===== config.mk =====
export PLATFORM = sky130hd
export DESIGN_NAME = fetch_unit
export DESIGN_NICKNAME = d
export VERILOG_FILES = /design/src/rtl/fetch_unit.sv
export SDC_FILE = /design/constraint.sdc
export NUM_CORES = 1
export LEC_CHECK = 0
export BUFFER_PORTS_ARGS = -buffer_cell sky130_fd_sc_hd__buf_2
export CAP_MARGIN = 20
export CELL_PAD_IN_SITES_DETAIL_PLACEMENT = 0
export CELL_PAD_IN_SITES_GLOBAL_PLACEMENT = 2
export CORE_MARGIN = 3
export CORE_UTILIZATION = 31
export CTS_BUF_LIST = sky130_fd_sc_hd__clkbuf_8
export DETAILED_ROUTE_END_ITERATION = 7
export PLACE_DENSITY_LB_ADDON = 0.1
export SETUP_SLACK_MARGIN = 0.05
export SLEW_MARGIN = 10
export SYNTH_ARGS = -nofsm -noshare
export SYNTH_HDL_FRONTEND = slang
export SYNTH_SLANG_ARGS = --single-unit

===== constraint.sdc =====
create_clock -name clk -period 7 [get_ports clk]
set_clock_uncertainty 0.1 [all_clocks]
set_input_delay 0.7 -clock clk [delete_from_list [all_inputs] [get_ports clk]]
set_output_delay 0.7 -clock clk [all_outputs]
set_load 0.03 [all_outputs]

===== src/rtl/fetch_unit.sv =====
// fetch_unit: instruction-fetch stage of the single-cycle MIPS datapath.
// Holds the PC, requests the instruction word from instruction memory,
// presents it to the decoder for one EXEC cycle (longer while stalled) and
// then updates the PC from pc_op / alu_zero / is_jr.
//
// Ports:
//   clk, rst_n            clock, synchronous active-low reset
//   pc_op, is_jr, jr_addr next-PC select, jr override and jr target
//   alu_zero, stall       ALU zero flag, EXEC hold
//   imem_req/addr/ack/rdata  instruction memory handshake
//   instr, instr_valid, opcode  latched instruction and decoder opcode
//   pc, pc_plus4          current instruction address and link value
//   fetch_err, misaligned one-cycle event pulses
//   dbg_state             current FSM state (0 FETCH, 1 EXEC, 2 RETRY)
//
// Handshake: imem_req is high for every cycle spent in FETCH with
// imem_addr = pc; a transfer happens in the cycle where imem_req and
// imem_ack are both high, and imem_rdata is captured in that same cycle.
// imem_ack while imem_req is low is ignored.
module fetch_unit #(
  parameter logic [31:0] RESET_PC    = 32'h0000_0000,
  parameter int          ACK_TIMEOUT = 16
) (
  input  logic        clk,
  input  logic        rst_n,
  input  logic [1:0]  pc_op,
  input  logic        is_jr,
  input  logic [31:0] jr_addr,
  input  logic        alu_zero,
  input  logic        stall,
  output logic        imem_req,
  output logic [31:0] imem_addr,
  input  logic        imem_ack,
  input  logic [31:0] imem_rdata,
  output logic [31:0] instr,
  output logic        instr_valid,
  output logic [5:0]  opcode,
  output logic [31:0] pc,
  output logic [31:0] pc_plus4,
  output logic        fetch_err,
  output logic        misaligned,
  output logic [1:0]  dbg_state
);

  typedef enum logic [1:0] {
    S_FETCH = 2'd0,
    S_EXEC  = 2'd1,
    S_RETRY = 2'd2
  } state_e;

  localparam logic [7:0] CNT_LAST = 8'(ACK_TIMEOUT - 1);

  state_e      state_q, state_d;
  logic [31:0] pc_q, pc_d;
  logic [31:0] instr_q, instr_d;
  logic        instr_valid_q, instr_valid_d;
  logic        fetch_err_q, fetch_err_d;
  logic        misaligned_q, misaligned_d;
  logic [7:0]  cnt_q, cnt_d;

  logic [31:0] seq_pc, btgt, jtgt, next_pc;

  // Next-PC candidates, all modulo 2^32.
  assign seq_pc = pc_q + 32'd4;
  assign btgt   = seq_pc + {{14{instr_q[15]}}, instr_q[15:0], 2'b00};
  assign jtgt   = {seq_pc[31:28], instr_q[25:0], 2'b00};

  always_comb begin
    next_pc = seq_pc;
    if (is_jr) begin
      next_pc = {jr_addr[31:2], 2'b00};
    end else begin
      case (pc_op)
        2'b00:   next_pc = seq_pc;
        2'b01:   next_pc = alu_zero ? btgt : seq_pc;
        2'b10:   next_pc = jtgt;
        default: next_pc = alu_zero ? seq_pc : btgt;
      endcase
    end
  end

  always_comb begin
    state_d       = state_q;
    pc_d          = pc_q;
    instr_d       = instr_q;
    instr_valid_d = instr_valid_q;
    cnt_d         = cnt_q;
    fetch_err_d   = 1'b0;
    misaligned_d  = 1'b0;
    case (state_q)
      S_FETCH: begin
        if (imem_ack) begin
          instr_d       = imem_rdata;
          instr_valid_d = 1'b1;
          cnt_d         = 8'd0;
          state_d       = S_EXEC;
        end else if (cnt_q == CNT_LAST) begin
          fetch_err_d = 1'b1;
          cnt_d       = 8'd0;
          state_d     = S_RETRY;
        end else begin
          cnt_d = cnt_q + 8'd1;
        end
      end
      S_RETRY: begin
        // One idle cycle so memory sees the request drop before re-issue.
        cnt_d   = 8'd0;
        state_d = S_FETCH;
      end
      S_EXEC: begin
        if (!stall) begin
          pc_d          = next_pc;
          instr_valid_d = 1'b0;
          misaligned_d  = is_jr && (jr_addr[1:0] != 2'b00);
          state_d       = S_FETCH;
        end
      end
      default: state_d = S_FETCH;
    endcase
  end

  always_ff @(posedge clk) begin
    if (!rst_n) begin
      state_q       <= S_FETCH;
      pc_q          <= RESET_PC;
      instr_q       <= 32'd0;
      instr_valid_q <= 1'b0;
      cnt_q         <= 8'd0;
      fetch_err_q   <= 1'b0;
      misaligned_q  <= 1'b0;
    end else begin
      state_q       <= state_d;
      pc_q          <= pc_d;
      instr_q       <= instr_d;
      instr_valid_q <= instr_valid_d;
      cnt_q         <= cnt_d;
      fetch_err_q   <= fetch_err_d;
      misaligned_q  <= misaligned_d;
    end
  end

  // Request is gated by rst_n so an ack arriving while reset is held can
  // never look like a completed transfer.
  assign imem_req    = rst_n && (state_q == S_FETCH);
  assign imem_addr   = pc_q;
  assign instr       = instr_q;
  assign instr_valid = instr_valid_q;
  assign opcode      = instr_valid_q ? instr_q[31:26] : 6'b111111;
  assign pc          = pc_q;
  assign pc_plus4    = seq_pc;
  assign fetch_err   = fetch_err_q;
  assign misaligned  = misaligned_q;
  assign dbg_state   = state_q;

endmodule


==> metrics.txt, run 1 <==
Residual DRC=0; async set-or-reset flop fraction in the synthesized netlist=0%; NumNets Final=1043; #FFs+latches synth=75; diode count=0; Root Driver=clkbuf_8; Vias/cell=5.254; WL per Instance=19.37 um; top achievable clock speed=230.0 MHz; top cells by area, synth=dfxtp_1 25%, ha_1 8.1%, nand2_1 7.7%; average size of a mapped cell=7.780 um2; Slew headroom=31.94%; Min Hold Slack=0.3862 ns; CTS tree=yes; CP max FO=7; initial antenna violation count=0; standard-cell rows=50; Slowest cell on crit path=dfxtp_1; IO Count=212; area fraction of the dominant cell type after synthesis=24.77%; Worst R2R End=imem_addr[28]; die area=21260 um2; Initial Utilization=31.97%; met1 wire length=10.59 mm; largest net degree at the start of global routing=78; CP startpoint=imem_addr[3]; Setup crit end=imem_addr[28]; Main synth FF type=dfxtp_1; Area growth syn-to-layout=19.98%; global route total overflow=0; R2R depth=16; Via Count=6284; reg-to-reg slack, setup=2.65 ns; # H-tree levels=3; WP data arrival=4.56 ns; Core ar.=18960 um2; Hold Buf Count CTS=0; Max Cap Viol=0; RSZ-0062 raised after global routing=false; final hold vios=0; Top Layer Used=met4; Die W=145.8 um; FF+latch area=1501 um2; Max Slew Vio Count=0; Startpoint Class=flop; post-synthesis cell area=6061 um2; yosys synthesis warning count=0; buffer count from post-CTS setup fixing=0; commonest non-fill, non-tap cell in the layout=buf_2; routed wire length=23.17 mm; Pre-antenna DRT Iters=5; IO Port Bufs=205; Setup TNS=0 ns; pwr/cell area=163.8 nW/um2; vias in the first global route=6380; routability cong.=0.8535; WL met2=10.78 mm; DR WL met3=1.264 mm; crit share post-route=62.12%; Die Y=145.8 um; max incr delay on CP=0.45 ns; Reg-to-Reg Start=imem_addr[3]; Worst EP required=7.21 ns; Antenna Violating Nets Remaining=0; Total Routing Usage GR=21.17%; multi-input logic area=4086 um2; Resize count post-CTS=0; Critical Path, Cell by Cell=ha_1, nand3_1, nor2b_1, nand3_1, xnor2_1, ha_1, and4_1, nand2_1, o211ai_2, a31oi_4, o221ai_1, a21o_1, a211oi_1, o21ai_1, xnor2_1, o31ai_1; post-synth top area cell=dfxtp_1; Num CTS Buffers=9; Worst Setup End Kind=flop; most frequent cells in the layout=205 x buf_2, 124 x nand2_1, 75 x dfxtp_1, 50 x a21oi_1, 45 x a21boi_0; clk sinks=75; Hold/Removal Path Class=reg -> reg; Final setup viols=0; fraction of layout cells with a size suffix above 1=27.03%; leakage power=3.362 nW; clock insertion delay at the later pin of the skew report=0.38 ns; status=complete, no violations; hpwl dp=16.83 mm; initial drt markers=383; Cells after Synth=779; clock-pin slew on the worst setup and hold paths=0.09 ns; Post-synth EDFFs=0; Yosys cell types=74; VDD IR-drop max=0.07903 mV; Worst Tran Pin Value=1.020 ns; first-pass GRT wire length=36.27 mm; crit path kind=reg -> reg; minimum clock period=4.348 ns; Filler cells=2037; clock buffer depth=2; sequential cell area fraction in the yosys report=24.77%
[cells by family after synthesis]
| logic type | Yosys count | share of synthesized area [%] |
|---|---|---|
| AO/OA/AOI/OAI | 242 | 28.43 |
| AND/OR/NAND/NOR | 266 | 21.35 |
| adder cells (fa/ha/maj) | 40 | 8.382 |
| multiplexers | 4 | 0.7019 |
| other | 1 | 0.06187 |
| XOR/XNOR | 55 | 7.948 |
| buffers and inverters | 96 | 8.361 |
| flip-flops | 75 | 24.77 |
[worst min-delay path by stage]
stage | start | to | slack [ns] | cells past startpoint
after detailed placement | instr[31] | instr[31] | 0.37 | 2
after global placement | instr[27] | instr[27] | 0.37 | 2
after global routing | instr[30] | instr[30] | 0.42 | 2
final | instr[31] | instr[31] | 0.39 | 2
after CTS | instr[31] | instr[31] | 0.39 | 2
after floorplan | cnt_q[7] | cnt_q[7] | 0.35 | 2
[cells in the mapped netlist, types with 5 or more instances]
| library cell | number |
|---|---|
| nand2_1 | 124 |
| dfxtp_1 | 75 |
| a21oi_1 | 50 |
| a21boi_0 | 45 |
| ha_1 | 39 |
| buf_4 | 36 |
| o21ai_0 | 36 |
| clkbuf_1 | 35 |
| xnor2_1 | 31 |
| nand3_1 | 28 |
| nor2_1 | 28 |
| xor2_1 | 24 |
| o211ai_1 | 23 |
| a221oi_1 | 18 |
| inv_1 | 18 |
| or3_1 | 12 |
| a21o_1 | 10 |
| nand2b_1 | 10 |
| nor3_1 | 10 |
| nor2b_1 | 9 |
| and2_1 | 8 |
| and3_1 | 8 |
| nand4_1 | 7 |
| and4_1 | 5 |
| o21ai_1 | 5 |
[power breakdown]
| group | switching, mW | internal [mW] | leakage [nW] |
|---|---|---|---|
| sequential | 0.0305 | 0.447 | 0.613 |
| combinational | 0.231 | 0.109 | 2.65 |
| clock | 0.199 | 0.175 | 0.0987 |
[state kept, by name, indices dropped and copies added, names as in the netlist]
signal and count:
misaligned 1, cnt_q 8, fetch_err 1, imem_addr 30, instr_valid 1, dbg_state 2, instr 32
[area by class of cell]
type / count / area share [%]
Inverter: 19 / 0.9807
Clock inverter: 6 / 0.8775
Timing Repair Buffer: 213 / 14.93
Clock buffer: 10 / 1.893
Tap cell: 260 / 4.474
Multi-Input combinational cell: 613 / 56.19
Sequential cell: 75 / 20.65
[per-stage QoR]
step	cells	instance area [um2]	setup WS (ns)	power (mW)	util, %
final	1196	7272	2.652	1.191	38.36
after global routing	1196	7272	2.364	1.253	38.36
after CTS	1196	7272	2.659	1.206	38.36
after detailed placement	1180	7071	2.685	0.8290	37.30
after global placement	1180	7071	2.812	0.8261	37.30
after floorplan	784	6080	2.779	0.7220	-
[critical path, delay by kind of cell, from the launching register on]
kind            cells  cell delay, ns
xor+xnor            2            0.54
flops               1            0.45
simple gates        5            1.14
fa+ha+maj           2            0.63
compound gates      7            1.41
[layer usage]
layer | track usage, % | up-vias
met5 | 0 | -
met4 | 7.217 | 0
met3 | 3.831 | 38
met2 | 35.03 | 195
met1 | 27.79 | 2983
li1 | - | 3068
No activity file was read; power rests on OpenSTA's default activity.
==> inputs of run 2 (changes only) <==
--- a/config.mk
+++ b/config.mk
@@ -10,7 +10,7 @@
 export CELL_PAD_IN_SITES_DETAIL_PLACEMENT = 0
 export CELL_PAD_IN_SITES_GLOBAL_PLACEMENT = 2
 export CORE_MARGIN = 3
-export CORE_UTILIZATION = 31
+export CORE_UTILIZATION = 29
 export CTS_BUF_LIST = sky130_fd_sc_hd__clkbuf_8
 export DETAILED_ROUTE_END_ITERATION = 7
 export PLACE_DENSITY_LB_ADDON = 0.1
==> constraint.sdc (replaced) <==
create_clock -name clk -period 4.45 [get_ports clk]
set_clock_uncertainty 0.1 [all_clocks]
set_input_delay 0.445 -clock clk [delete_from_list [all_inputs] [get_ports clk]]
set_output_delay 0.445 -clock clk [all_outputs]
set_load 0.03 [all_outputs]
==> run 2 against run 1 <==
  * Register-to-register slack lost 2.2 ns
  * Fmax increased by 7.4%
  * Design area up 0.36%
  * Total power is 54% higher
  * Utilization fell by 2.5 points
  * Critical path depth rose by 1
  * Die area is 6.6% higher
  * Highest routed layer unchanged
==> metrics.txt, run 2 (synthesized netlist as in run 1, its figures left out) <==
Top Layer Used=met4; clock share of power=29.9% (-1.5 points); IO Count=212 (unchanged); final hold vios=0 (unchanged); CTS tree=yes; switching portion of total power=37.71% (-0.94 points); Post-Layout Cell Count=1209 (+1.1%); Setup TNS=0 ns (unchanged); Initial Utilization=29.76% (-2.2 points); clock-pin slew on the worst setup and hold paths=0.08 ns (about the same); die area=22670 um2 (+6.6%); Resize count post-CTS=0 (unchanged); Root Driver=clkbuf_8; Startpoint Class=flop; Vias/cell=5.205 (-0.93%); clock buffer depth=2 (unchanged); VDD IR-drop max=0.1271 mV (+61%); Worst Setup End Kind=flop; vias in the first global route=6241 (-2.2%); Worst Slack Setup Final=0.4024 ns (-2.249 ns); DR WL met3=1.284 mm (+1.6%); placed cell count=1193 (+1.1%); max reg flops=32 (unchanged); CP max FO=7 (unchanged); diode count=0 (unchanged); power share of the combinational group=29.3% (+0.7 points); clk sinks=75 (unchanged); Worst Tran Pin Value=1.055 ns (+0.03575 ns); Worst EP required=4.66 ns (-2.55 ns); Core ar.=20360 um2 (+7.4%); Max Cap Viol=0 (unchanged); status=complete, no violations; largest net degree at the start of global routing=38 (-51%); global route total overflow=0 (unchanged); Slew headroom=29.55% (-2.4 points); Via Count=6293 (+0.14%); standard-cell rows=52 (+4.0%); Pre-antenna DRT Iters=5 (unchanged); pwr/cell area=252.1 nW/um2 (+54%); Total Routing Usage GR=20.30% (-0.88 points); Num CTS Buffers=9 (unchanged); leakage power=3.380 nW (+0.55%); first-pass GRT wire length=35.60 mm (-1.8%); clock insertion delay at the later pin of the skew report=0.37 ns (about the same); routability cong.=0.8357 (-2.1%); hpwl dp=17.65 mm (+4.9%); most frequent cells in the layout=205 x buf_2, 124 x nand2_1, 75 x dfxtp_1, 50 x a21oi_1, 45 x a21boi_0; top achievable clock speed=247.1 MHz (+7.4%); Die W=150.6 um (+3.3%); crit share post-route=90.96% (+29 points); fraction of layout cells with a size suffix above 1=26.94% (-0.086 points); Max Slew Vio Count=0 (unchanged); initial antenna violation count=0 (unchanged); Final setup viols=0 (unchanged); Internal=1.146 mW (+57%); crit path kind=reg -> reg; Antenna Violating Nets Remaining=0 (unchanged); sequential power share=40.8% (+0.8 points); RSZ-0062 raised after global routing=false; buffer count from post-CTS setup fixing=0 (unchanged); Residual DRC=0 (unchanged); WL met2=11.37 mm (+5.5%); IO Port Bufs=205 (unchanged); WP data arrival=4.25 ns (-0.31 ns); NumNets Final=1046 (+0.29%); Hold/Removal Path Class=in -> reg; Die Y=150.6 um (+3.3%); met1 wire length=10.30 mm (-2.8%); net load switching power=693.9 uW (+51%); commonest non-fill, non-tap cell in the layout=buf_2; minimum clock period=4.048 ns (-0.3006 ns); WL per Instance=19.30 um (-0.39%); Hold Buf Count CTS=0 (unchanged); initial drt markers=324 (-15%); # H-tree levels=3 (unchanged); routed wire length=23.33 mm (+0.69%); Area growth syn-to-layout=20.42%; dpl ws=0.4363 ns (-2.248 ns)
run 2: final cells by class:
type / instances / area, um2
clock buffers: 10 / 137.6
clock inverters: 6 / 57.56
fillers: 2199 / 13070
inverters: 19 / 71.32
multi-input cells: 613 / 4084
flip-flops and latches: 75 / 1501
well taps: 270 / 337.8
repair buffers: 216 / 1109
run 2: layer usage:
layer,vias up,global-route usage (%)
met5,-,0
met4,0,5.810
met3,24,4.124
met2,182,34.27
met1,3011,26.19
li1,3076,-
run 2: final timing paths:
path	to	depth (start not counted)	slack, ns	from
setup / recovery	imem_addr[30]	17	0.40	imem_addr[3]
hold / removal	misaligned	3	0.21	jr_addr[0]
setup reg to reg	imem_addr[30]	17	0.40	imem_addr[3]
hold reg to reg	instr[30]	2	0.38	instr[30]
run 2: metrics by stage:
step / utilization [%] / hold WS (ns) / power, mW / instance area [um2]
final: 35.84 / 0.2143 / 1.840 / 7298
after floorplan: - / 0.3519 / 1.136 / 6080
after global routing: 35.84 / 0.2063 / 1.945 / 7298
after CTS: 35.84 / 0.1884 / 1.867 / 7298
after global placement: 34.88 / 0.3616 / 1.306 / 7103
after detailed placement: 34.88 / 0.3705 / 1.310 / 7103
run 2: power by group through the flow:
stage | logic (mW) | registers (mW) | clock network (mW)
after floorplan | 0.324 | 0.812 | 0
after global placement | 0.541 | 0.765 | 0
after detailed placement | 0.543 | 0.767 | 0
after CTS | 0.544 | 0.752 | 0.571
after global routing | 0.588 | 0.758 | 0.599
final | 0.539 | 0.751 | 0.550
run 2: worst max-delay path: stages, from the launching register on:
cell,delay (ns)
dfxtp_1,0.43
ha_1,0.25
nand3_1,0.26
nor2b_1,0.31
nand3_1,0.13
xnor2_1,0.15
buf_4,0.15
ha_1,0.35
and4_1,0.27
nand2_1,0.08
o211ai_2,0.11
a31oi_4,0.23
o22ai_2,0.13
a41oi_2,0.35
o211ai_2,0.15
a2111oi_2,0.31
a41oi_1,0.09
o21ai_1,0.14
